==> config.mk <==
export PLATFORM = sky130hd
export DESIGN_NAME = instr_encoder
export DESIGN_NICKNAME = d
export VERILOG_FILES = /design/src/rtl/instr_encoder.sv
export SDC_FILE = /design/constraint.sdc
export NUM_CORES = 1
export LEC_CHECK = 0
export CAP_MARGIN = 25
export CORE_AREA = 2 2 109 111
export DETAILED_ROUTE_END_ITERATION = 12
export DIE_AREA = 0 0 111 113
export HOLD_SLACK_MARGIN = 0.06
export MAX_ROUTING_LAYER = met4
export SLEW_MARGIN = 20
export SYNTH_ARGS = -nofsm -noshare
export SYNTH_HDL_FRONTEND = slang
export SYNTH_SLANG_ARGS = --single-unit
==> constraint.sdc <==
create_clock -name clock -period 2.1 [get_ports clock]
set_input_delay 0.315 -clock clock [delete_from_list [all_inputs] [get_ports clock]]
set_output_delay 0.315 -clock clock [all_outputs]
set_load 0.01 [all_outputs]
==> src/rtl/instr_encoder.sv <==
// Instruction encoder: packs decoded fields into 32-bit words and streams them into instruction memory.
// Optional running XOR checksum output enabled by defining INSTR_ENCODER_CHECKSUM_EN.
module instr_encoder #(
    parameter int bits   = 32,
    parameter int memory = 10,
    parameter int addr   = 20
) (
    input  logic              clock,
    input  logic              reset,
    input  logic              clear,
    input  logic              in_valid,
    output logic              in_ready,
    input  logic [5:0]        opcode,
    input  logic [4:0]        rd,
    input  logic [4:0]        rs,
    input  logic [4:0]        rt,
    input  logic [4:0]        shamt,
    input  logic [5:0]        funct,
    input  logic [20:0]       imm,
    input  logic [addr-1:0]   address,
    output logic              mem_we,
    output logic [memory-1:0] mem_addr,
    output logic [bits-1:0]   mem_data,
    output logic [memory:0]   word_count,
    output logic              full,
    output logic              err_illegal,
    output logic              err_range
`ifdef INSTR_ENCODER_CHECKSUM_EN
    ,
    output logic [31:0]       checksum
`endif
);

    typedef enum logic [1:0] {IDLE, WRITE, FULL} state_t;

    localparam logic [memory-1:0] PTR_MAX   = '1;
    localparam logic [memory-1:0] PTR_ONE   = 1;
    localparam logic [memory:0]   COUNT_ONE = 1;

    state_t            state;
    state_t            state_next;
    logic [memory-1:0] ptr;
    logic [bits-1:0]   encoded;
    logic              accept;
    logic              legal;
    logic              range_bad;

    assign accept    = in_valid && in_ready;
    assign legal     = (opcode <= 6'd17);
    assign range_bad = ((opcode == 6'd6) || (opcode == 6'd7)) && (address[addr-1:16] != '0);

    always_comb begin
        encoded = '0;
        encoded[31:26] = opcode;
        case (opcode)
            6'd0: begin
                encoded[25:21] = rd;
                encoded[20:16] = rs;
                encoded[15:11] = rt;
                encoded[5:0]   = funct;
            end
            6'd1, 6'd10: begin
                encoded[25:21] = rd;
                encoded[19:0]  = address[19:0];
            end
            6'd2: begin
                encoded[25:21] = rd;
                encoded[20:0]  = imm;
            end
            6'd3: begin
                encoded[25:21] = rs;
                encoded[19:0]  = address[19:0];
            end
            6'd4, 6'd5: begin
                encoded[25:21] = rd;
                encoded[20:16] = rs;
                encoded[10:6]  = shamt;
            end
            6'd6, 6'd7: begin
                encoded[25:21] = rs;
                encoded[20:16] = rt;
                encoded[15:0]  = address[15:0];
            end
            6'd8:               encoded[19:0]  = address[19:0];
            6'd9, 6'd12, 6'd15: encoded[25:21] = rs;
            6'd13, 6'd17: begin
                encoded[25:21] = rs;
                encoded[20:16] = rt;
            end
            6'd14:              encoded[25:21] = rd;
            6'd16: begin
                encoded[25:21] = rd;
                encoded[20:16] = rt;
            end
            default: ;
        endcase
    end

    always_ff @(posedge clock or negedge reset) begin
        if (!reset) state <= IDLE;
        else        state <= state_next;
    end

    always_comb begin
        state_next = state;
        if (clear) begin
            state_next = IDLE;
        end else begin
            case (state)
                IDLE:    if (accept && legal) state_next = WRITE;
                WRITE:   state_next = (ptr == PTR_MAX) ? FULL : IDLE;
                FULL:    state_next = FULL;
                default: state_next = IDLE;
            endcase
        end
    end

    // A clear arriving during WRITE suppresses that cycle's strobe.
    always_comb begin
        in_ready = 1'b0;
        mem_we   = 1'b0;
        full     = 1'b0;
        case (state)
            IDLE:    in_ready = !clear;
            WRITE:   mem_we   = !clear;
            FULL:    full     = 1'b1;
            default: ;
        endcase
    end

    // The pointer saturates at the last address; FULL is the only way out of that slot.
    always_ff @(posedge clock or negedge reset) begin
        if (!reset) begin
            ptr         <= '0;
            word_count  <= '0;
            mem_addr    <= '0;
            mem_data    <= '0;
            err_illegal <= 1'b0;
            err_range   <= 1'b0;
        end else if (clear) begin
            ptr         <= '0;
            word_count  <= '0;
            err_illegal <= 1'b0;
            err_range   <= 1'b0;
        end else begin
            if (accept) begin
                if (!legal) begin
                    err_illegal <= 1'b1;
                end else begin
                    mem_data <= encoded;
                    mem_addr <= ptr;
                    if (range_bad) err_range <= 1'b1;
                end
            end
            if (state == WRITE) begin
                if (ptr != PTR_MAX) ptr <= ptr + PTR_ONE;
                word_count <= word_count + COUNT_ONE;
            end
        end
    end

`ifdef INSTR_ENCODER_CHECKSUM_EN
    always_ff @(posedge clock or negedge reset) begin
        if (!reset)                  checksum <= '0;
        else if (clear)              checksum <= '0;
        else if (state == WRITE)     checksum <= checksum ^ mem_data[31:0];
    end
`endif

endmodule

# Yosys cells after proc, flatten, opt, wreduce, memory -nomap -nowiden

Index checks and enable logic that the tools add are counted.
W data, S select, Z words.

Bits in registers: 67
Input bits: 77
Output and inout bits: 58

Add/sub/neg operators: 2
Magnitude comparators: 1
Equal/unequal tests: 22
Mux-type cells: 25
Bitwise operators: 1
Reductions and logical operators: 24

Operator list:

| kind                    | count |
|---|---|
| $eq A6 B4 Y1 const B    | 7 |
| $mux W10                | 3 |
| $pmux W5 S3             | 2 |
| $eq A6 B3 Y1 const B    | 4 |
| $mux W11                | 2 |
| $pmux W6 S3             | 1 |
| $pmux W4 S4             | 1 |
| $reduce_or A8 Y1        | 2 |
| $eq A6 B2 Y1 const B    | 2 |
| $eq A6 B5 Y1 const B    | 2 |
| $add A11 B1 Y11 const B | 1 |
| $add A10 B1 Y10 const B | 1 |
| $eq A10 B10 Y1 const B  | 1 |
| $mux W1                 | 10 |
| $ne A10 B10 Y1 const B  | 1 |
| $pmux W5 S2             | 1 |
| $reduce_bool A2 Y1      | 5 |
| $eq A6 B1 Y1 const B    | 1 |
| $le A6 B5 Y1 const B    | 1 |
| $logic_not A6 Y1        | 1 |
| $mux W2                 | 3 |
| $pmux W2 S3             | 1 |
| $reduce_and A3 Y1       | 2 |
| $reduce_or A6 Y1        | 1 |
| other kinds (16)        | 19 |

# Depth between registers and ports, before layout

Gate-level depths: netlist (run 1).

Depth after elaboration: 7
Depth in mapped cells: 9
Mapped depth without buffers: 6

# Worst setup path before layout (run 1)

OpenSTA, ideal clock, no wires.

Path kind: input -> register
From: input port clear
To: register mem_data[22]
Data arrival time: 1565 ps
Required time: 1973 ps
Slack: 408 ps
Stages: 8
Buffers on the path: 3
Cell sequence: buf_2 > nor3_1 > and2_1 > nand2b_1 > clkbuf_1 > buf_2 > a221oi_1 > nor2_1

Cells in the longest elaborated chain, start to end: 4

Ends and longest elaborated chain:

| what                               | RTL line | source |
|---|---|---|
| from (decl)                        | 10       | `input logic clear,` |
| $logic_not A1 Y1                   | 124      | `IDLE: in_ready = !clear;` |
| $mux W1                            | 123      | `case (state)` |
| via in_ready                       | 12       | `output logic in_ready,` |
| $logic_and A1 B1 Y1                | 48       | `assign accept = in_valid && in_ready;` |
| $reduce_and A3 Y1 (no source line) | --       |  |
| to (signal assigned)               | 150      | `mem_data <= encoded;` |
| to (decl)                          | 23       | `output logic [bits-1:0] mem_data,` |

The timed path passes the listed nets, and every way through them passes these cells.
A chain may end at the register's enable or synchronous reset.

# Worst setup path in the final report (run 1)

From: input port opcode[2]
To: register mem_data[10]

Cells in the longest elaborated chain, start to end: 3

Ends and longest elaborated chain:

| what                                                                  | RTL line | source |
|---|---|---|
| from (decl)                                                           | 13       | `input logic [5:0] opcode,` |
| $eq A6 B3 Y1 (tied with other cells)                                  | 55       | `case (opcode)` |
| $reduce_or A6 Y1 (no source line) or $reduce_or A2 Y1 (tied branches) | --       |  |
| $pmux W5 S3                                                           | 55       |  |

Several ways; a longest one is shown, not always the timed one.

==> out/results.ini, run 1 <==
[floorplanning]
coreArea_um2 = 11300
start_util_pct = 30.4
rows = 39
design.die.area_um2 = 12500
pin_count = 135
die_h_um = 113
die_w_um = 111

[power]
p_sw_mw = 0.862
vdd_ir_drop_max_v = 0.000324
combPwrFrac_pct = 18.2
leakagePower_nw = 2.31
pwr_density_cell_nw_per_um2 = 648
p_clk_share_pct = 42.2
p_sw_share_pct = 24.2
p_seq_share_pct = 39.6
internal-power_mw = 2.69

[clocking]
worst_skew_pair.late_latency_ps = 330
cts_setup_buffers = 0
cts_made_buffers = 9
clkSlewWorstSetupHoldPaths_ps = 50
cts.sinks = 67
cts_root_buf = clkbuf_16
cts_buffer_depth = 2
cts_max_level = 3
cts_tree = yes

[layout]
seq_area_um2 = 1680
stdcell_count = 678
multi_input_area_um2 = 1630
nets = 609
fillCellCount = 1098
diodes = 0
final_util_pct = 48.7
area_delta_synth_final_pct = 60.2
drive_gt1_share_pct = 14.6

[placed_design]
dp_hpwl_um = 8430
gp_congestion = 0.838
port_buffers = 134
dp.cells = 661

[routing]
drt-pass1-iter-count = 4
wl_per_cell_um = 15.9
ant_nets = 0
drt_wl_total_um = 10800
first_iter_violations = 199
drc_errors = 0
via_count = 3340
via_per_inst = 4.93

[setup_path]
endpoint_kind = flip-flop
path_max_fanout = 8
path_class = input port to flip-flop
start_kind = input port
worstPathRequired_ps = 2340
cp.arrival_ps = 2270

[timing]
final_max_slew_viol_count = 0
fin_crit_sh_pct = 96.8
hold_viol = 0
grt_setup_unrepaired = false
skew_ps = 6.24
max_slew_margin_pct = 53.7
setup_violations = 0
fmax_mhz = 492
post-route-min-period_ps = 2030
worst_pin_slew_ps = 693

[worst_hold_path]
hold_class = flip-flop to flip-flop

[yosys]
syn_nets = 444
netlist_area_um2 = 3430
async_flop_share_pct = 100
ys.flop_type = dfrtp_1
syn-instance-count = 365
synth_edf_count = 0
synth.avg_cell_area_um2 = 9.39
yosysSeqAreaShare_pct = 48.9
yosysWarnings = 0
yosysUniqueCellTypes = 48
ys_ff_latch = 67

[global_routing]
first_global_vias = 3416
grt_pass1_wl_um = 17500
grt_max_degree = 31
track_usage_pct = 17.9
gr-total-overflow = 0
antenna_found_initial = 0

[job]
maxCapViolations = 0

[status]
status = finished, final reports clean

power groups by stage:
| stage | sequential, mW | combinational (mW) | clock [mW] |
|---|---|---|---|
| 2_1_floorplan | 1.46 | 0.176 | 0 |
| 3_3_place_gp | 1.43 | 0.645 | 0 |
| 3_5_place_dp | 1.43 | 0.650 | 0 |
| 4_1_cts | 1.41 | 0.656 | 1.54 |
| 5_1_grt | 1.42 | 0.699 | 1.61 |
| 6_report | 1.41 | 0.647 | 1.50 |
synthesized netlist by cell type (3+ instances only):
cell type	count	area [um^2]
nand2_1	73	274
dfrtp_1	67	1680
nor2_1	40	150
o21ai_0	24	120
a22oi_1	11	82.6
mux2_2	11	124
a222oi_1	10	100
clkbuf_1	10	37.5
nand3_1	10	50.1
xnor2_1	10	87.6
buf_2	9	45.0
nor3_1	9	45.0
xor2_1	8	70.1
a21oi_1	7	35.0
a221oi_1	5	43.8
inv_1	4	15.0
nor2b_1	4	25.0
a211oi_1	3	22.5
and2_1	3	18.8
and3_1	3	18.8
nand2b_1	3	18.8
nand4_1	3	18.8
nor4_1	3	18.8
o21ai_1	3	15.0
per-layer routing:
layer  up-vias  GRT usage, %  part of all wire [%]  wire length (um)
li1       1629             -                     -                 -
met1      1599          21.3                    45              4850
met2       102          30.5                    49              5260
met3        10          3.70                   5.1               552
met4         0          5.83                   1.2               126
met5         -             -                     0                 0
layout make-up:
type | instances | area share [%]
multi-input combinational | 271 | 29.8
sequential | 67 | 30.6
timing repair buffer | 177 | 30.7
clock buffer | 12 | 4.49
clock inverter | 4 | 0.889
inverter | 4 | 0.274
tap | 143 | 3.26
kinds of logic (layout without fill, tap and decap cells):
logic type	after synthesis	after routing	synth area share, %
adder cells (fa/ha/maj)	2	2	0.730
AO/OA/AOI/OAI	75	75	15.2
AND/OR/NAND/NOR	164	164	22.6
multiplexers	12	12	3.91
flip-flops	67	67	48.9
buffers and inverters	27	197	3.94
XOR/XNOR	18	18	4.60
worst max-delay path: stages:
cell and delay [ps]:
clkdlybuf4s50_1 560, buf_4 180, nor2b_1 200, nor3b_1 610, a222oi_1 190, o21ai_0 210
state kept, by name, indices dropped and copies added (netlist names):
name,flops
ptr,10
state,2
mem_data,32
err_illegal,1
mem_addr,10
err_range,1
word_count,11
cell usage in the layout, fill, tap and decap left out, types with 2 or more instances in the layout:
cell type	netlist	layout
a211oi_1	3	3
a21boi_0	2	2
a21boi_1	2	2
a21oi_1	7	7
a221oi_1	5	5
a222oi_1	10	10
a22oi_1	11	11
and2_1	3	3
and3_1	3	3
and4bb_2	2	2
buf_12	0	2
buf_4	2	40
clkbuf_1	10	2
clkbuf_16	0	9
clkdlybuf4s50_1	0	133
clkinv_2	0	2
dfrtp_1	67	67
ha_1	2	2
inv_1	4	4
mux2_2	11	11
nand2_1	73	73
nand2b_1	3	2
nand3_1	10	10
nand4_1	3	3
nor2_1	40	40
nor2b_1	4	4
nor3_1	9	8
nor4_1	3	2
nor4_4	2	2
o21ai_0	24	24
o21ai_1	3	3
or2_1	2	2
xnor2_1	10	10
xor2_1	8	8
worst paths after layout:
kind / cells past startpoint / start / end / slack [ps]
min: 2 / mem_data[28] / mem_data[28] / 470
min in group asynchronous: 2 / reset / ptr[1] / 510
max reg2reg: 6 / ptr[0] / ptr[6] / 310
max in group asynchronous: 3 / reset / mem_data[9] / 930
max: 6 / opcode[2] / mem_data[10] / 70
min reg2reg: 2 / mem_data[28] / mem_data[28] / 470
per-stage QoR:
stage	hold slack [ps]	instance area (um^2)	total power, mW	setup TNS [ps]	setup WS [ps]
after floorplan	19.4	3430	1.64	0	408
after global placement	358	5170	2.08	-2120	-208
after detailed placement	360	5170	2.08	-2970	-226
after CTS	482	5480	3.61	0	88.8
after global routing	500	5490	3.72	0	0.306
final	474	5490	3.56	0	67.6
timing repair:
action                     in CTS  in global routing
setup endpoints to repair       1                  4
hold buffers                    1                  0
cloned                          0                  0
hold endpoints to repair       23                  0
resized for setup               1                  1
pin swaps                       0                  0
Note: power is estimated with default switching activity, not from simulation.
==> run 2: changes to the inputs <==
Settings changed: CORE_AREA 2 2 109 111 to 2 2 92 130, DIE_AREA 0 0 111 113 to 0 0 94 132.
==> out/results.ini, run 2 (same netlist as run 1, synthesis figures left out) <==
[setup_path]
r2r_cells = 6
ff2ff_setup_slack_ps = 290
rr_startpoint = ptr[0]
start_kind = flip-flop
path_max_fanout = 5
path_class = flip-flop to output port
cp.arrival_ps = 1690
endpoint_kind = output port
worstPathRequired_ps = 1780
crit_start = state[1]

[layout]
final_common_cell = clkdlybuf4s50_1
stdcell_count = 672
diodes = 0
drive_gt1_share_pct = 12.9
area_delta_synth_final_pct = 57.7
largestRegisters = mem_data x32, word_count x11
nets = 602
stdcell_area_um2 = 5400
fillCellCount = 1093
top_register = mem_data
largest_reg_flops = 32
layout_common_cells = clkdlybuf4s50_1, nand2_1, dfrtp_1

[global_routing]
track_usage_pct = 18.3
grt_pass1_wl_um = 17600
gr-total-overflow = 0
antenna_found_initial = 0
first_global_vias = 3620
grt_max_degree = 68

[timing]
whs_ps = 474
max_slew_margin_pct = 55.2
final_max_slew_viol_count = 0
post-route-min-period_ps = 2000
setup_violations = 0
fmax_mhz = 499
hold_viol = 0
grt_setup_unrepaired = false
fin_crit_sh_pct = 95.4
worst_pin_slew_ps = 668
worst_slack_ps = 97.1
skew_ps = 3.12

[worst_hold_path]
hold_class = flip-flop to flip-flop
whs_path_depth = 2
min_from = mem_addr[4]

[job]
maxCapViolations = 0

[clocking]
cts_buffer_depth = 2
clkSlewWorstSetupHoldPaths_ps = 50
cts.sinks = 67
cts_setup_buffers = 0
cts_max_level = 3
cts_tree = yes
cts_root_buf = clkbuf_16
worst_skew_pair.late_latency_ps = 330
cts_made_buffers = 9

[floorplanning]
pin_count = 135
start_util_pct = 30.5
die_h_um = 132
rows = 46
design.die.area_um2 = 12400
coreArea_um2 = 11200
die_w_um = 94

[routing]
wl_per_cell_um = 16.2
via_count = 3344
ant_nets = 0
drt_wl_total_um = 10900
first_iter_violations = 177
drt-pass1-iter-count = 5
via_per_inst = 4.98
drc_errors = 0

[placed_design]
pre_cts_ws_ps = -161
dp.cells = 655
port_buffers = 134
gp_congestion = 0.842
dp_hpwl_um = 8230
placed_cell_area_um2 = 5110

[power]
leakagePower_nw = 2.27
pwr_density_cell_nw_per_um2 = 634
p_seq_share_pct = 41.3
vdd_ir_drop_max_v = 0.000306
p_clk_share_pct = 40.2
combPwrFrac_pct = 18.5
p_sw_share_pct = 24.2
internal-power_mw = 2.59
p_sw_mw = 0.829

[status]
status = finished, final reports clean

run 2: layout make-up:
class / instances / area, um^2 / area share, %
sequential: 67 / 1680 / 31.0
timing repair buffer: 170 / 1630 / 30.3
tap: 144 / 180 / 3.34
inverter: 4 / 15.0 / 0.278
clock buffer: 14 / 264 / 4.89
clock inverter: 2 / 10.0 / 0.185
multi-input combinational: 271 / 1620 / 30.0
run 2: repair_timing:
item                                    in CTS  in global routing
endpoints found under the setup margin       1                  0
endpoints found under the hold margin       67                  0
hold buffers                                 1                  0
resized for setup                            1                  0
run 2: per-layer routing:
layer  GRT usage (%)  routed length [um]
met3            5.37                 833
met5               -                   0
met1            19.1                4120
met2            32.5                5750
met4            6.12                 165
run 2: stage by stage:
step	TNS, ps	total power [mW]	utilization, %
6_report	0	3.42	48.1
4_1_cts	0	3.48	48.1
3_5_place_dp	-1500	2.07	45.6
5_1_grt	0	3.58	48.1
2_1_floorplan	0	1.64	-
3_3_place_gp	-978	2.06	45.6
run 2: worst max-delay path, stage by stage (launching register included):
cell and delay [ps]:
dfrtp_1 420, nor3_2 270, buf_4 150, clkdlybuf4s50_1 530
run 2: power by group through the flow:
stage	clock (mW)	combinational [mW]	sequential [mW]
floorplan	0	0.176	1.46
global placement	0	0.629	1.43
detailed placement	0	0.637	1.44
CTS	1.42	0.642	1.41
global route	1.48	0.686	1.42
finish	1.38	0.633	1.41
run 2: final timing paths:
check                                    end
worst max-delay path                in_ready
worst min-delay path             mem_addr[4]
worst max register to register        ptr[6]
worst min register to register   mem_addr[4]
max in group asynchronous       mem_data[13]
min in group asynchronous        mem_data[6]
==> run 3: changes to the inputs <==
Settings changed: GPL_ROUTABILITY_DRIVEN set to 0, SLEW_MARGIN 20 to not set.
==> results of run 3 <==
The final DEF is identical to that of run 2; final timing and power are the same.
==> edit 1, RTL diff (settings of run 1) <==
Change the parameter `addr` from 20 to 40.
--- a/src/rtl/instr_encoder.sv
+++ b/src/rtl/instr_encoder.sv
@@ -3,7 +3,7 @@
 module instr_encoder #(
     parameter int bits   = 32,
     parameter int memory = 10,
-    parameter int addr   = 20
+    parameter int addr   = 40
 ) (
     input  logic              clock,
     input  logic              reset,
Ports: changed (resized address); port bits go from 135 to 155. The function was not compared with the original's and may differ.
==> edit 1 against run 1 <==
Area after synthesis shrank 0.88%. Sequential cell count is the same. Die area unchanged. Count of clock-buffer cells in the layout shrank 2. Routed wire length down 4.5%. Final area is 0.75% higher. Total power down 4.5%. Global-route usage decreased by 0.98 points. Combinational power is 0.6% lower. Setup slack better by 0.039 ns. Critical path depth fell by 2. Critical path type is now in -> out. Largest cell class unchanged.
==> edit 1: results (changes against run 1) <==
- Post-synth top flop: dfrtp_1
- Dpl cell area: 5240 um^2 (+1.4%)
- Syn_nets: 463 (+4.3%)
- CP Max Fanout: 9 (+1)
- Clk root buf: clkbuf_16
- Status: complete, no violations
- Global Route Usage Sum: 0.169 (-0.00984)
- Fillers: 1067 (-2.8%)
- Worst hold path type: reg -> reg
- Top cells by count, synth: nand2_1 (79), dfrtp_1 (67), nor2_1 (37), a222oi_1 (21), o21ai_0 (18)
- Hold wc startpoint: mem_addr[4]$_DFFE_PN0P_
- CTS Buf Count: 9 (unchanged)
- Max stage delay cell, worst path: clkdlybuf4s50_1
- Antenna diodes: 0 (unchanged)
- Port Buffer Count: 154 (+15%)
- GP Congestion: 0.821 (-2.0%)
- Clock Tree Buf Depth: 2 (unchanged)
- Antenna violations before repair: 0 (unchanged)
- Worst-Skew Late Latency: 0.32 ns
- Pin count of the biggest net entering global routing: 68 (+120%)
- Yosys warns: 0 (unchanged)
- Top post-synthesis cells by area: dfrtp_1 (49%), nand2_1 (8.7%), a222oi_1 (6.2%)
- Crit-path most repeated cell: clkdlybuf4s50_1
- Layout Skew: 0.0111 ns (+0.00487 ns)
- Clock Pin Slew Worst Setup and Hold Paths: 0.06 ns
- Hold Crit Depth: 2 (unchanged)
- Vias in the first global route: 3483 (+2.0%)
- Async set-or-reset flop fraction in the synthesized netlist: 1.00 (unchanged)
- Global-route wire length before repair: 16700 um (-4.6%)
- DP HPWL: 7930 um (-5.8%)
- CP arrival: 1.68 ns (-0.59 ns)
- Worst ir drop on vdd: 278 uV (-14%)
- Iter 0 DRT Violations: 227 (+14%)
- H-tree depth: 3 (unchanged)
- DR pass1 iterations: 6 (+2)
- Reg2reg start: ptr[5]$_DFFE_PN0P_
- Worst Reg-to-Reg Cells: 5 (-1)
- Share of layout cells above drive strength 1: 0.114 (-0.0320)
- Sequential-to-total area share from yosys stat: 0.494 (+0.00433)
- Routed wire length per instance: 15.0 um (-5.9%)
- Measured slew at the worst slew-check pin: 0.457 ns (-0.236 ns)
- Crit. Startpoint: clear
- GR Overflow Total: 0 (unchanged)
- Routed vias: 3419 (+2.4%)
- Synth unique cells: 48 (unchanged)
- Leakage: 0.00229 uW (-0.93%)
- Top flop regs: mem_data: 32 flops, word_count: 11 flops
- CP max stage delay: 0.55 ns (-0.06 ns)
- Number of enable flip-flop cells after synthesis: 0 (unchanged)
- Nets: 640 (+5.1%)
- Post CTS Setup Buffer Count: 0 (unchanged)
==> edit 1: changes by cell type in the layout (fill, tap and decap cells not counted), sizes merged, moves of 7 or more <==
cell and delta:
clkdlybuf4s50 +20, a222oi +11, buf -8, mux2 -11, a22oi -11, nand2 +7
==> edit 1: per-stage QoR <==
stage	instances	setup WS [ns]	power [uW]	TNS, ns	util
2_1_floorplan	364	0.435	1630	0	-
3_3_place_gp	672	-0.0632	2080	-1.03	0.465
3_5_place_dp	672	-0.151	2080	-2.17	0.465
4_1_cts	688	0.0412	3430	0	0.489
5_1_grt	688	0.0362	3560	0	0.490
6_report	688	0.107	3400	0	0.490
==> edit 1: power by group <==
group | internal, uW | switching [uW] | total [uW] | leakage [uW]
clock network | 788 | 552 | 1340 | 0.000128
registers | 1370 | 45.6 | 1410 | 0.000913
logic | 385 | 259 | 643 | 0.00125
==> edit 1: cell families after synthesis <==
kind of cell,count (synthesis),share of synthesized area
and+or+nand+nor,173,0.243
xor gates and xnor gates,17,0.0438
buffers and inverters,29,0.0475
adders and majority gates,2,0.00737
DFF,67,0.494
muxes,2,0.00590
AOI/OAI and AO/OA,74,0.158
==> edit 1: final cells by class <==
cell class / count / area [um^2] / share of cell area
inverters: 6 / 22.5 / 0.00407
clock inverters: 5 / 31.3 / 0.00566
clock buffers: 10 / 229 / 0.0414
flip-flops and latches: 67 / 1680 / 0.303
well taps: 143 / 179 / 0.0324
multi-input cells: 268 / 1580 / 0.285
repair buffers: 189 / 1810 / 0.328
==> edit 1: repair_timing <==
item | 4_1_cts | 5_1_grt
endpoints found under the hold margin | 67 | 0
resized for setup | 0 | 3
hold buffers | 1 | 0
setup endpoints to repair | 0 | 7
==> edit 1: routing by layer <==
layer  global-route usage  share of wire  vias to the layer above
met5                    -              0                        -
li1                     -              -                     1660
met2                0.270           0.49                      122
met3               0.0380          0.063                       10
met4               0.0550          0.012                        0
met1                0.214           0.44                     1627
==> edit 1: path summary, 6_finish.rpt <==
kind | to | slack [ns]
hold reg to reg | mem_addr[4]$_DFFE_PN0P_ | 0.47
max in group asynchronous | err_range$_DFFE_PN0P_ | 1.27
min in group asynchronous | word_count[7]$_DFFE_PN0P_ | 0.54
hold / removal | mem_addr[4]$_DFFE_PN0P_ | 0.47
setup reg to reg | ptr[1]$_DFFE_PN0P_ | 0.39
setup / recovery | mem_we | 0.11
==> edit 1: critical path, delay by kind of cell <==
family	cells	cell delay, ns
AND/OR/NAND/NOR	1	0.13
buffers and inverters	3	1.23
==> edit 2, RTL diff (flow settings as in run 1) <==
Without the edit above. Put one more register stage on the output `word_count`. The value now appears one clock later. The other outputs are not delayed to match.
--- a/src/rtl/instr_encoder.sv
+++ b/src/rtl/instr_encoder.sv
@@ -36,6 +36,8 @@
     localparam logic [memory-1:0] PTR_MAX   = '1;
     localparam logic [memory-1:0] PTR_ONE   = 1;
     localparam logic [memory:0]   COUNT_ONE = 1;
+
+    logic [memory:0] word_count_s0;
 
     state_t            state;
     state_t            state_next;
@@ -132,14 +134,14 @@
     always_ff @(posedge clock or negedge reset) begin
         if (!reset) begin
             ptr         <= '0;
-            word_count  <= '0;
+            word_count_s0 <= '0;
             mem_addr    <= '0;
             mem_data    <= '0;
             err_illegal <= 1'b0;
             err_range   <= 1'b0;
         end else if (clear) begin
             ptr         <= '0;
-            word_count  <= '0;
+            word_count_s0 <= '0;
             err_illegal <= 1'b0;
             err_range   <= 1'b0;
         end else begin
@@ -154,7 +156,7 @@
             end
             if (state == WRITE) begin
                 if (ptr != PTR_MAX) ptr <= ptr + PTR_ONE;
-                word_count <= word_count + COUNT_ONE;
+                word_count_s0 <= word_count_s0 + COUNT_ONE;
             end
         end
     end
@@ -167,5 +169,9 @@
     end
 `endif
 
+    always_ff @(posedge clock) begin
+        word_count <= word_count_s0;
+    end
+
 endmodule
 
Function: changed (Yosys sat finds a counterexample within 4 cycles, from zero or initial values and one cycle with reset low).
==> edit 2 against run 1 <==
Area after synthesis up 3.7%. Highest routed layer unchanged. Total power is 13% higher. Combinational power shrank 7.6%. Routed wire length fell by 1.3%. Sequential cell count increased by 11. Final area up 2.6%. Critical endpoint is now in_ready. Maximum frequency up 1.1%. Setup slack better by 0.021 ns.
==> edit 2: results (changes against run 1) <==
- Status: complete, no violations
- GP Congestion: 0.820 (-2.1%)
- Compound-Gate Fraction of Synth Area: 0.148 (-0.00401)
- Pin count of the biggest net entering global routing: 68 (+120%)
- Dpl ws: -0.212 ns (+0.0136 ns)
- CP Max Fanout: 6 (-2)
- Worst ir drop on vdd: 294 uV (-9.2%)
- Top Family by Delay on Critical Path: buffers and inverters
- DR pass1 iterations: 6 (+2)
- Global Route Usage Sum: 0.179 (-0.000304)
- Share of layout cells above drive strength 1: 0.127 (-0.0187)
- Global-route wire length before repair: 17200 um (-2.0%)
- Leakage: 0.00237 uW (+2.6%)
- Routed wire length per instance: 15.9 um (-0.17%)
- Nets: 601 (-1.3%)
- Yosys warns: 0 (unchanged)
- Top flop regs: mem_data: 32 flops, word_count: 11 flops, word_count_s0: 11 flops
- Int Pwr: 3090 uW (+15%)
- Worst hold slack: 0.392 ns (-0.0822 ns)
- Async set-or-reset flop fraction in the synthesized netlist: 0.859 (-0.141)
- Vias in the first global route: 3467 (+1.5%)
- Measured slew at the worst slew-check pin: 0.692 ns (-0.000960 ns)
- CP max stage delay: 0.53 ns (-0.08 ns)
- Max stage delay cell, worst path: clkdlybuf4s50_1
- Iter 0 DRT Violations: 182 (-8.5%)
- Routed vias: 3320 (-0.60%)
- Worst Reg-to-Reg Cells: 6 (unchanged)
- Reg2reg start: ptr[0]$_DFFE_PN0P_
- Top cells by count, synth: nand2_1 (72), dfrtp_1 (67), nor2_1 (39), a222oi_1 (21)
- H-tree depth: 3 (unchanged)
- Multiplexer share of the synthesized area: 0.00282 (-0.0363)
- Synth Area in XOR/XNOR: 0.0444 (-0.00164)
- Hold Crit Depth: 0 (-2)
- Mapped Cells: 358 (-1.9%)
- Combinational share of power: 0.149 (-0.033)
- Reg-to-reg endpoint: ptr[8]$_DFFE_PN0P_
- Clock Pin Slew Worst Setup and Hold Paths: 0.06 ns
- Hold wc startpoint: word_count_s0[10]$_DFFE_PN0P_
- Total power: 4020 uW (+13%)
- Worst hold path type: reg -> reg
- Top post-synthesis cells by area: dfrtp_1 (47%), nand2_1 (7.6%), dfxtp_1 (6.2%)
- Fillers: 1088 (-0.91%)
- Post-Synth Adder-Cell Area: 0.00704 (-0.000260)
- Layout Skew: 0.00503 ns (-0.00122 ns)
- Syn_nets: 437 (-1.6%)
- CP arrival: 1.70 ns (-0.57 ns)
- Seq. pwr: 1610 uW (+14%)
- Synth unique cells: 56 (+17%)
- CTS resizes: 0 (-1)
- Post-layout util: 0.500 (+0.0129)
- Sequential-to-total area share from yosys stat: 0.534 (+0.0446)
- Fin cells: 670 (-1.2%)
- Inst Count DP: 653 (-1.2%)
- DP HPWL: 8170 um (-3.0%)
- Dpl cell area: 5280 um^2 (+2.1%)
- Worst Hold Path EP: word_count[10]$_DFF_P_
==> edit 2: cell count changes after synthesis, moves of 5 or more <==
cell,run 1,this run
o21ai_0,24,13
dfxtp_1,0,11
o21ai_1,3,13
a22oi_1,11,0
a21oi_1,7,2
mux2_2,11,0
a222oi_1,10,21
==> edit 2: area by class of cell <==
cell class | instances | share of cell area
multi-input cells | 252 | 0.266
clock buffers | 9 | 0.0400
well taps | 143 | 0.0318
inverters | 5 | 0.00333
clock inverters | 7 | 0.0213
flip-flops and latches | 78 | 0.337
repair buffers | 176 | 0.300
==> edit 2: what timing repair did <==
item                      4_1_cts  5_1_grt
hold endpoints to repair       67        0
hold buffers                    1        0
buffers inserted                0        0
==> edit 2: worst max path at each step <==
stage                              start                        to  slack (ns)  cells after the start
floorplan                      opcode[3]  mem_data[22]$_DFFE_PN0P_        0.39                      7
global placement               opcode[4]  mem_data[23]$_DFFE_PN0P_       -0.18                      6
detailed placement             opcode[4]  mem_data[24]$_DFFE_PN0P_       -0.21                      6
CTS                 state[0]$_DFFE_PN0P_                  in_ready        0.08                      3
global route                   opcode[0]   mem_data[7]$_DFFE_PN0P_        0.02                      7
finish              state[0]$_DFFE_PN0P_                  in_ready        0.09                      3
==> edit 2: kinds of logic (layout without fill, tap and decap cells) <==
logic type / Yosys count / in the layout
adder cells (fa/ha/maj): 2 / 2
multiplexers: 1 / 1
buffers and inverters: 28 / 197
XOR/XNOR: 18 / 18
AO/OA/AOI/OAI: 70 / 70
flip-flops: 78 / 78
AND/OR/NAND/NOR: 161 / 161
==> edit 2: layer usage <==
layer	up-vias	GRT usage	part of all wire
met4	0	0.0717	0.018
met2	132	0.312	0.50
met1	1566	0.200	0.41
li1	1606	-	-
met5	-	-	0
met3	16	0.0386	0.073
